`src/rtl/imhotep_pkg.sv`:
```
// Shared imhotep core types: data width, LSU operation codes and LSU FSM states.
package imhotep_pkg;

    localparam int XLEN = 32;

    typedef enum logic [2:0] {
        LSU_LB,
        LSU_LH,
        LSU_LW,
        LSU_LBU,
        LSU_LHU,
        LSU_SB,
        LSU_SH,
        LSU_SW
    } lsu_op_e;

    typedef enum logic [1:0] {
        LSU_IDLE,
        LSU_REQ,
        LSU_WAIT,
        LSU_DONE
    } lsu_state_e;

    function automatic logic is_store(lsu_op_e op);
        return (op == LSU_SB) || (op == LSU_SH) || (op == LSU_SW);
    endfunction

endpackage

```
`src/rtl/lsu_align.sv`:
```
// Byte-lane steering for the LSU: store byte enables and lane replication, load
// extraction with sign/zero extension, and the misalignment check. Purely combinational.
module lsu_align
    import imhotep_pkg::*;
(
    input  lsu_op_e          i_op,
    input  logic [1:0]       i_addr_lo,
    input  logic [XLEN-1:0]  i_wdata,
    input  logic [XLEN-1:0]  i_rdata,
    output logic [3:0]       o_be,
    output logic [XLEN-1:0]  o_wdata,
    output logic [XLEN-1:0]  o_rdata,
    output logic             o_misaligned
);

    logic [XLEN-1:0] w_shifted;

    assign w_shifted = i_rdata >> {i_addr_lo, 3'b000};

    always_comb begin
        o_be         = 4'b1111;
        o_wdata      = i_wdata;
        o_rdata      = w_shifted;
        o_misaligned = 1'b0;
        case (i_op)
            LSU_LB:  o_rdata = {{24{w_shifted[7]}}, w_shifted[7:0]};
            LSU_LBU: o_rdata = {24'h0, w_shifted[7:0]};
            LSU_LH: begin
                o_rdata      = {{16{w_shifted[15]}}, w_shifted[15:0]};
                o_misaligned = i_addr_lo[0];
            end
            LSU_LHU: begin
                o_rdata      = {16'h0, w_shifted[15:0]};
                o_misaligned = i_addr_lo[0];
            end
            LSU_LW:  o_misaligned = |i_addr_lo;
            LSU_SB: begin
                o_be    = 4'b0001 << i_addr_lo;
                o_wdata = {4{i_wdata[7:0]}};
            end
            LSU_SH: begin
                o_be         = 4'b0011 << i_addr_lo;
                o_wdata      = {2{i_wdata[15:0]}};
                o_misaligned = i_addr_lo[0];
            end
            LSU_SW:  o_misaligned = |i_addr_lo;
            default: o_misaligned = 1'b0;
        endcase
    end

endmodule

```
`src/rtl/lsu.sv`:
```
// Load/store unit: one transaction at a time on the req/gnt/rvalid data bus,
// returning an extended load result or a misalignment error as a one-cycle pulse.
module lsu
    import imhotep_pkg::*;
(
    input  logic             clk_i,
    input  logic             rst_ni,
    input  logic             req_valid_i,
    output logic             req_ready_o,
    input  logic [XLEN-1:0]  addr_i,
    input  logic [XLEN-1:0]  wdata_i,
    input  lsu_op_e          op_i,
    output logic             resp_valid_o,
    output logic [XLEN-1:0]  resp_rdata_o,
    output logic             resp_err_o,
    output logic             data_req_o,
    input  logic             data_gnt_i,
    output logic [XLEN-1:0]  data_addr_o,
    output logic             data_we_o,
    output logic [3:0]       data_be_o,
    output logic [XLEN-1:0]  data_wdata_o,
    input  logic             data_rvalid_i,
    input  logic [XLEN-1:0]  data_rdata_i
);

    lsu_state_e      r_state;
    lsu_state_e      w_next;
    lsu_op_e         r_op;
    logic [XLEN-1:0] r_addr;
    logic [XLEN-1:0] r_wdata;
    logic [XLEN-1:0] r_rdata;
    logic [3:0]      r_be;
    logic            r_we;
    logic            r_err;

    lsu_op_e         w_op;
    logic [1:0]      w_addr_lo;
    logic [3:0]      w_be;
    logic [XLEN-1:0] w_wdata;
    logic [XLEN-1:0] w_rdata;
    logic            w_misaligned;
    logic            w_accept;

    // In IDLE the aligner formats the incoming request; afterwards it decodes
    // the latched op/offset for load extraction.
    assign w_op      = (r_state == LSU_IDLE) ? op_i : r_op;
    assign w_addr_lo = (r_state == LSU_IDLE) ? addr_i[1:0] : r_addr[1:0];
    assign w_accept  = (r_state == LSU_IDLE) && req_valid_i;

    lsu_align u_align (
        .i_op         (w_op),
        .i_addr_lo    (w_addr_lo),
        .i_wdata      (wdata_i),
        .i_rdata      (data_rdata_i),
        .o_be         (w_be),
        .o_wdata      (w_wdata),
        .o_rdata      (w_rdata),
        .o_misaligned (w_misaligned)
    );

    always_ff @(posedge clk_i or negedge rst_ni) begin
        if (!rst_ni) begin
            r_state <= LSU_IDLE;
        end else begin
            r_state <= w_next;
        end
    end

    always_comb begin
        w_next       = r_state;
        req_ready_o  = 1'b0;
        data_req_o   = 1'b0;
        resp_valid_o = 1'b0;
        case (r_state)
            LSU_IDLE: begin
                req_ready_o = 1'b1;
                if (req_valid_i) begin
                    w_next = w_misaligned ? LSU_DONE : LSU_REQ;
                end
            end
            LSU_REQ: begin
                data_req_o = 1'b1;
                if (data_gnt_i) begin
                    w_next = LSU_WAIT;
                end
            end
            LSU_WAIT: begin
                if (data_rvalid_i) begin
                    w_next = LSU_DONE;
                end
            end
            LSU_DONE: begin
                resp_valid_o = 1'b1;
                w_next       = LSU_IDLE;
            end
            default: w_next = LSU_IDLE;
        endcase
    end

    always_ff @(posedge clk_i or negedge rst_ni) begin
        if (!rst_ni) begin
            r_op    <= LSU_LB;
            r_addr  <= '0;
            r_wdata <= '0;
            r_rdata <= '0;
            r_be    <= '0;
            r_we    <= 1'b0;
            r_err   <= 1'b0;
        end else if (w_accept) begin
            r_op    <= op_i;
            r_addr  <= addr_i;
            r_wdata <= w_wdata;
            r_be    <= w_be;
            r_we    <= is_store(op_i);
            r_err   <= w_misaligned;
            r_rdata <= '0;
        end else if ((r_state == LSU_WAIT) && data_rvalid_i && !r_we) begin
            r_rdata <= w_rdata;
        end
    end

    assign data_addr_o  = {r_addr[XLEN-1:2], 2'b00};
    assign data_we_o    = r_we;
    assign data_be_o    = r_be;
    assign data_wdata_o = r_wdata;
    assign resp_rdata_o = r_rdata;
    assign resp_err_o   = r_err;

endmodule

```
`config.mk`:
```
export PLATFORM = sky130hd
export DESIGN_NAME = lsu
export DESIGN_NICKNAME = d
export VERILOG_FILES = /design/src/rtl/imhotep_pkg.sv /design/src/rtl/lsu_align.sv /design/src/rtl/lsu.sv
export SDC_FILE = /design/constraint.sdc
export NUM_CORES = 1
export LEC_CHECK = 0
export CAP_MARGIN = 20
export CORE_MARGIN = 5
export CORE_UTILIZATION = 23
export CTS_CLUSTER_SIZE = 28
export DETAILED_ROUTE_END_ITERATION = 10
export PLACE_DENSITY = 0.56
export SYNTH_ARGS = -nofsm -noshare
export SYNTH_HDL_FRONTEND = slang
export SYNTH_SLANG_ARGS = --single-unit
export TNS_END_PERCENT = 50
```
`constraint.sdc`:
```
create_clock -name clk_i -period 4.77 [get_ports clk_i]
set_clock_uncertainty 0.15 [all_clocks]
set_input_delay 0.7155 -clock clk_i [delete_from_list [all_inputs] [get_ports clk_i]]
set_output_delay 0.7155 -clock clk_i [all_outputs]
set_load 0.03 [all_outputs]
```
Yosys cells after proc, flatten, opt, wreduce, memory -nomap -nowiden
Index checks and enable logic that the tools add are counted.
{"block": "totals", "reg_bits": 107, "out_inout_bits": 105}
{"block": "classes", "n_eq_ne": 16, "shift": 3, "muxes": 16, "reduce_logical": 13}
{"op": "$pmux W32 S4", "count": 1}
{"op": "$mux W32", "count": 2}
{"op": "$pmux W32 S2", "count": 1}
{"op": "$shr A32 B5 Y32", "count": 1}
{"op": "$eq A3 B3 Y1 const B", "count": 7}
{"op": "$mux W2", "count": 5}
{"op": "$pmux W2 S4", "count": 1}
{"op": "$pmux W4 S2", "count": 1}
{"op": "$eq A3 B2 Y1 const B", "count": 2}
{"op": "$ne A2 B2 Y1 const B", "count": 3}
{"op": "$eq A2 B2 Y1 const B", "count": 2}
{"op": "$reduce_or A2 Y1", "count": 2}
{"op": "$shl A1 B2 Y4 const A", "count": 1}
{"op": "$shl A2 B2 Y4 const A", "count": 1}
{"op": "$eq A3 B1 Y1 const B", "count": 1}
{"op": "$logic_and A1 B1 Y1", "count": 3}
{"op": "$logic_not A3 Y1", "count": 1}
{"op": "$mux W1", "count": 3}
{"op": "$mux W3", "count": 1}
{"op": "$reduce_and A3 Y1", "count": 1}
{"op": "$reduce_or A3 Y1", "count": 1}
{"op": "$eq A2 B1 Y1 const B", "count": 1}
{"op": "$logic_not A2 Y1", "count": 1}
{"op": "$logic_or A1 B1 Y1", "count": 2}
{"op": "3 further kinds", "count": 3}

Depth between registers and ports, before layout
Gate-level depths: netlist of the first run.
{"block": "depth", "word_depth": 8, "ltp_mapped": 11, "mapped_depth_nobuf": 7}

By module
A second synthesis of the first run with hierarchy kept.
{"block": "unflattened", "hier_cells": 483, "area_unflattened_um2": 6102.1}
{"module": "lsu", "instances": 1, "cells_each": 285, "area_per_inst_um2": 4593.2}
{"module": "lsu_align", "instances": 1, "cells_each": 198, "area_per_inst_um2": 1508.9}

Least setup slack after synthesis of the first run
No wires, ideal clock.
{"block": "synth_path", "path_type": "register -> register", "start": "register r_state[0]", "end": "register r_rdata[29] (netlist: resp_rdata_o[29])", "setup_time_ns": 0.131, "t_arrival_ns": 2.353, "path_slack_ns": 2.136, "stages_incl_launch_ff": 10, "path_buffers": 2, "period_less_slack_ns": 2.634, "path_cell_list": "dfrtp_1 -> inv_1 -> ha_1 -> buf_4 -> mux2i_4 -> mux2i_1 -> a22oi_2 -> a211oi_4 -> buf_6 -> o31ai_2"}
{"block": "synth_via", "elab_chain_len": 6}
{"item": "start, declared", "line_no": "lsu.sv:26", "text": "lsu_state_e r_state;"}
{"item": "start signal, assigned", "line_no": "lsu.sv:65", "text": "r_state <= w_next;"}
{"item": "$logic_not A2 Y1", "line_no": "lsu.sv:46, lsu.sv:47, lsu.sv:48"}
{"item": "$mux W2 / $mux W3 (equally long branches)", "line_no": "lsu.sv:47, lsu.sv:46"}
{"item": "$shr A32 B5 Y32 (tied with other cells)", "line_no": "lsu_align.sv:18", "text": "assign w_shifted = i_rdata >> {i_addr_lo, 3'b000};"}
{"item": "$pmux W32 S4", "line_no": "lsu_align.sv:25", "text": "case (i_op)"}
{"item": "$mux W32", "line_no": "lsu.sv:117", "text": "end else if ((r_state == LSU_WAIT) && data_rvalid_i && !r_we) begin"}
{"item": "$mux W32", "line_no": "lsu.sv:109", "text": "end else if (w_accept) begin"}
{"item": "end signal, assigned", "line_no": "lsu.sv:118", "text": "r_rdata <= w_rdata;"}
{"item": "end, declared", "line_no": "lsu.sv:31", "text": "logic [XLEN-1:0] r_rdata;"}
Parallel ways exist; a longest one is shown, timed or not. The select of a mux whose other input is x is not followed.
A chain may end at the register's enable or synchronous reset.

Final worst setup path of the first run
{"block": "layout_path", "start": "register r_state[0]", "end": "register r_be[1] (netlist: data_be_o[1])"}
{"block": "layout_via", "elab_chain_len": 4}
{"item": "$logic_not A2 Y1 *", "line_no": "lsu.sv:46, lsu.sv:47, lsu.sv:48"}
{"item": "$mux W2 / $mux W3 (equally long branches)", "line_no": "lsu.sv:47, lsu.sv:46"}
{"item": "$shl A2 B2 Y4 (tied with other cells)", "line_no": "lsu_align.sv:42", "text": "o_be = 4'b0011 << i_addr_lo;"}
{"item": "$pmux W4 S2", "line_no": "lsu_align.sv:25"}
{"item": "end signal, assigned", "line_no": "lsu.sv:113", "text": "r_be <= w_be;"}
{"item": "end, declared", "line_no": "lsu.sv:32", "text": "logic [3:0] r_be;"}
Mark *: on every way between the ends. The rest lies on a longest branch, timed or not.

==> run summary, run 1 <==
Initial Utilization = 0.233
Final HPWL DP = 13800 µm
period utilisation layout = 0.781
post-synth cell types = 50
post-cts sizing count = 0
Worst VDD drop = 195 µV
Sink Count = 107
top_reg_cell synth = dfrtp_1
post-synth top area share = 0.489
outcome = complete, no violations
largest area contributor in the netlist = dfrtp_1
GRT Resource Usage Total = 0.132
Pre-antenna DRT Iters = 5
DR iter-0 viols = 287
Critical Path AT = 3770 ps
Ports = 209
largest net degree at the start of global routing = 76
H-tree levels = 3
TritonCTS Buffers = 9
area of the multi-input gates = 2350 µm²
grt ovf = 0
FF/Latch Area = 2680 µm²
minimum clock period = 3720 ps
via count = 4619
Startpoint Class = register
Crit. End Element = register
DRC viols = 0
Crit Path Max Fanout = 17
final-layout fill cell count = 2399
Setup Fix Bufs, Post-CTS = 0
CP required = 4810 ps
Hold WC Path Type = in2async
CTS Buffer Depth = 2
first-pass GRT wire length = 27200 µm
Die Ht = 164 µm
EDFF count, synth = 0
flops & latches, synth = 107
cells after synthesis = 597
Die Wd = 164 µm
setup TNS = 0 ps
normalized max-slew margin = 0.261
share of layout cells above drive strength 1 = 0.0567
synthesis-to-finish area growth = 45.1%
final net count = 861
synth warn = 0
Via density = 4.28
Root Driver = clkbuf_16
Worst-path clk slew = 70 ps
vias in the first global route = 4522
Final setup viols = 0
wirelength, routed = 18200 µm
Final Hold Viols = 0
Mapped Area = 5470 µm²
# port buffers = 206
Max Clk Rate = 0.268 GHz
cell count after placement = 1061
CP Class = reg2reg
Slew Limit Fails = 0
register area share after synthesis = 0.489
Static Leak = 3.51 nW
full die area = 27000 µm²
PwrDens = 730 nW/µm²
RSZ-0062 raised after global routing = no
ys async rst share = 1.00
Avg WL per Cell = 16.9 µm
Site Rows = 56
GP Congestion = 0.813
hold_buf cts = 0
Finished Layout Cells = 1078
Synth area leaders = dfrtp_1, nand2_1, mux2i_1
initial antenna violation count = 1
Syn Area/Cell = 9.16 µm²
Tot Pwr = 5.80 mW
Routed Antenna Nets = 0
TritonCTS clock tree = built
Slew @ Worst Pin = 1110 ps
max-cap violation count = 0
worst skew pair latency = 350 ps
core area = 23500 µm²
## where the power goes
| group | switching [mW] | leakage [nW] | internal (mW) |
|---|---|---|---|
| Clock | 0.364 | 0.167 | 0.519 |
| Combinational | 2.06 | 1.99 | 1.31 |
| Sequential | 0.241 | 1.35 | 1.31 |
| Total | 2.66 | 3.51 | 3.14 |
## path summary, 6_finish.rpt
kind | from | end | slack, ps | cells after the start
worst max-delay path | r_state[0] | data_be_o[1] | 1050 | 8
worst min-delay path | rst_ni | resp_rdata_o[4] | 310 | 1
worst max register to register | r_state[0] | data_be_o[1] | 1050 | 8
worst min register to register | r_addr[8] | r_addr[8] | 330 | 2
max in group asynchronous | rst_ni | resp_rdata_o[15] | 3240 | 2
min in group clk_i | r_addr[8] | r_addr[8] | 330 | 2
## synth_stat cells, types with 6 or more instances
master	n
o21ai_0	40
nor2b_1	9
o2bb2ai_1	7
nor2_1	19
a22o_1	8
dfrtp_1	107
a21oi_1	18
a22oi_1	7
nand2b_1	6
clkbuf_1	23
o31ai_1	6
nand2_1	183
o22a_1	8
mux2i_1	34
buf_4	36
o22ai_1	8
o21ai_1	9
buf_2	7
a211oi_1	7
inv_1	6
## worst max-delay path, cell delays in order, from the launching register on
cell and delay (ps):
dfrtp_1 400, inv_1 110, ha_1 570, buf_4 300, mux2i_1 390, nand2_1 360, a21oi_2 930, buf_4 260
a31oi_1 90
## area by class of cell
cell class	count	area share
tap	319	0.0503
clock inverter	7	0.0156
timing repair buffer	215	0.269
clock buffer	9	0.0284
antenna	1	0.000315
sequential	107	0.337
inverter	6	0.00284
multi-input combinational	414	0.297
## placed cells by master (no fill, tap or decap), drive strengths merged, types with 2 or more instances in the layout
cell           instances
conb                   2
nand2b                 6
nor3                   2
nor3b                  2
a211oi                 8
o2bb2ai                7
buf                   10
a22o                   8
o21ai                 49
ha                     4
nand3                  3
o22a                   8
o32ai                  3
a22oi                  8
clkdlybuf4s50        205
and2                   4
a31oi                  4
nand2                184
a21oi                 18
bufinv                 3
nor2b                  9
o31ai                  8
clkbuf                 9
o22ai                  8
dfrtp                107
nor2                  19
inv                    8
mux2                   3
mux2i                 36
and3b                  2
## registers in the layout (all words and copies together) (netlist names)
name / count
data_wdata_o: 32
r_addr: 32
resp_rdata_o: 32
data_be_o: 4
r_op: 3
r_state: 2
data_we_o: 1
resp_err_o: 1
## metal layers
layer  vias up  share of wire  GRT usage
met5         -              0          0
li1       2304              -          -
met2       103           0.50      0.217
met1      2193           0.42      0.167
met4         0          0.022     0.0530
met3        19          0.063     0.0321
## cells by family after synthesis
group / count (synthesis) / share of synthesized area
compound gates: 134 / 0.164
simple gates: 235 / 0.179
buf+inv: 77 / 0.0832
flops: 107 / 0.489
other cells: 1 / 0.000685
mux: 39 / 0.0750
fa+ha+maj: 4 / 0.00915
## stage by stage
stage	setup WS (ps)	hold WS, ps	cell area [µm²]	utilization
floorplan	2140	270	5480	-
global placement	1130	307	7570	0.323
detailed placement	1070	313	7590	0.323
CTS	1060	332	7940	0.338
global route	749	344	7940	0.338
finish	1050	305	7940	0.338
No activity file was read; power rests on OpenSTA's default activity.
==> inputs of run 2 (changes only) <==
PLACE_DENSITY = 0.58   (was 0.56)
clock period = 3.15 ns   (was 4.77 ns; I/O delays follow)
==> run summary, run 2 (synthesis gave the netlist of run 1 again) <==
Initial Utilization = 0.233 (unchanged)
synthesis-to-finish area growth = 45.7%
CP Class = reg2reg
Routed Antenna Nets = 0 (unchanged)
via count = 4602 (-0.37%)
Sink Count = 107 (unchanged)
Avg WL per Cell = 16.6 µm (-1.7%)
Worst VDD drop = 429 µV (+120%)
first-pass GRT wire length = 27900 µm (+2.6%)
PwrDens = 1100 nW/µm² (+50%)
most frequent cells in the layout = clkdlybuf4s50_1, nand2_1, dfrtp_1, o21ai_0, mux2i_1
wirelength, routed = 18000 µm (-1.1%)
final net count = 869 (+0.93%)
Pre-antenna DRT Iters = 4 (-1)
Final setup viols = 0 (unchanged)
Startpoint Class = register
# port buffers = 206 (unchanged)
DR iter-0 viols = 338 (+18%)
Root Driver = clkbuf_16
vias in the first global route = 4605 (+1.8%)
DRC viols = 0 (unchanged)
Via density = 4.24 (-1.0%)
Hold WC Path Type = in2async
largest net degree at the start of global routing = 97 (+28%)
post-cts sizing count = 0 (unchanged)
reg2reg path depth = 8 (unchanged)
Worst-path clk slew = 80 ps (about the same)
share of layout cells above drive strength 1 = 0.0666 (+0.00985)
Max Clk Rate = 0.362 GHz (+35%)
Min Hold Slack = 33.1 ps (-272 ps)
TritonCTS Buffers = 9 (unchanged)
hold_buf cts = 0 (unchanged)
CP required = 3260 ps (-1550 ps)
worst r2r src = r_state[0]
FF-to-FF setup slack = 380 ps (-660 ps)
Site Rows = 56 (unchanged)
RSZ-0062 raised after global routing = no
Slew @ Worst Pin = 755 ps (-354 ps)
Design Area, Final = 7970 µm² (+0.38%)
period utilisation layout = 0.878 (+0.0969)
DP Worst Slack = 362 ps (-711 ps)
number of diodes = 0 (-1)
most common cell after layout, fill and taps aside = clkdlybuf4s50_1
Setup Fix Bufs, Post-CTS = 0 (unchanged)
worst skew pair latency = 350 ps (about the same)
full die area = 27000 µm² (unchanged)
Ports = 209 (unchanged)
Final Hold Viols = 0 (unchanged)
Crit Path Max Fanout = 16 (-1)
Crit. End Element = register
normalized max-slew margin = 0.497 (+0.236)
Critical Path AT = 2870 ps (-900 ps)
initial antenna violation count = 0 (-1)
max-cap violation count = 0 (unchanged)
DP Area = 7650 µm² (+0.86%)
Final HPWL DP = 13800 µm (-0.15%)
outcome = complete, no violations
core area = 23500 µm² (unchanged)
final worst-path setup slack = 385 ps (-660 ps)
R2R Path End = resp_rdata_o[25]
Slew Limit Fails = 0 (unchanged)
Die Wd = 164 µm (unchanged)
CTS Buffer Depth = 2 (unchanged)
minimum clock period = 2770 ps (-960 ps)
GRT Resource Usage Total = 0.134 (+0.00235)
Die Ht = 164 µm (unchanged)
setup TNS = 0 ps (unchanged)
grt ovf = 0 (unchanged)
Static Leak = 3.55 nW (+0.98%)
GP Congestion = 0.789 (-3.0%)
TritonCTS clock tree = built
H-tree levels = 3 (unchanged)
run 2: cell count changes in the layout (fill, tap and decap cells not counted):
cell / delta
bufinv_16: -2
diode_2: -1
clkinvlp_4: -1
inv_6: -1
buf_12: +1
clkinv_4: -1
clkinv_2: +1
clkbuf_8: +1
buf_8: -1
inv_8: +3
buf_4: +8
run 2: cell type report:
type	count	area (µm²)
Timing Repair Buffer	223	2200
Sequential cell	107	2680
Tap cell	319	399
Clock inverter	6	77.6
Multi-Input combinational cell	414	2350
Inverter	6	22.5
Clock buffer	10	239
Fill cell	2439	15500
run 2: metal layers:
layer | share of wire | routed length (µm) | global-route usage
met4 | 0.030 | 544 | 0.0541
met2 | 0.48 | 8690 | 0.216
met1 | 0.44 | 7980 | 0.177
met5 | 0 | 0 | 0
met3 | 0.045 | 814 | 0.0271
run 2: report_power, final:
group | total (mW) | leakage, nW | internal [mW] | switching (mW)
registers | 2.33 | 1.35 | 1.98 | 0.355
clock network | 1.22 | 0.159 | 0.658 | 0.559
logic | 5.18 | 2.03 | 2.05 | 3.13
run 2: worst max path at each step:
stage                     from          endpoint  slack, ps  cells past startpoint
floorplan           r_state[0]  resp_rdata_o[29]        520                      9
global placement    r_state[0]  data_wdata_o[23]        440                      9
detailed placement  r_state[0]  resp_rdata_o[30]        360                      8
CTS                 r_state[0]  resp_rdata_o[25]        340                      9
global route        r_state[0]  data_wdata_o[18]         70                      9
finish              r_state[0]  resp_rdata_o[25]        380                      8
run 2: worst max-delay path, stage by stage (launching register included):
cell and delay (ps):
dfrtp_1 400, inv_1 100, ha_1 400, buf_4 250, mux2_2 480, a22oi_2 320, a211oi_4 100, buf_4 210
o31ai_1 250
run 2: metrics by stage:
step,util,std cells,power [mW]
floorplan,-,598,5.85
detailed placement,0.326,1069,7.61
finish,0.340,1085,8.73
global placement,0.326,1069,7.56
global route,0.340,1085,9.38
CTS,0.340,1085,8.88
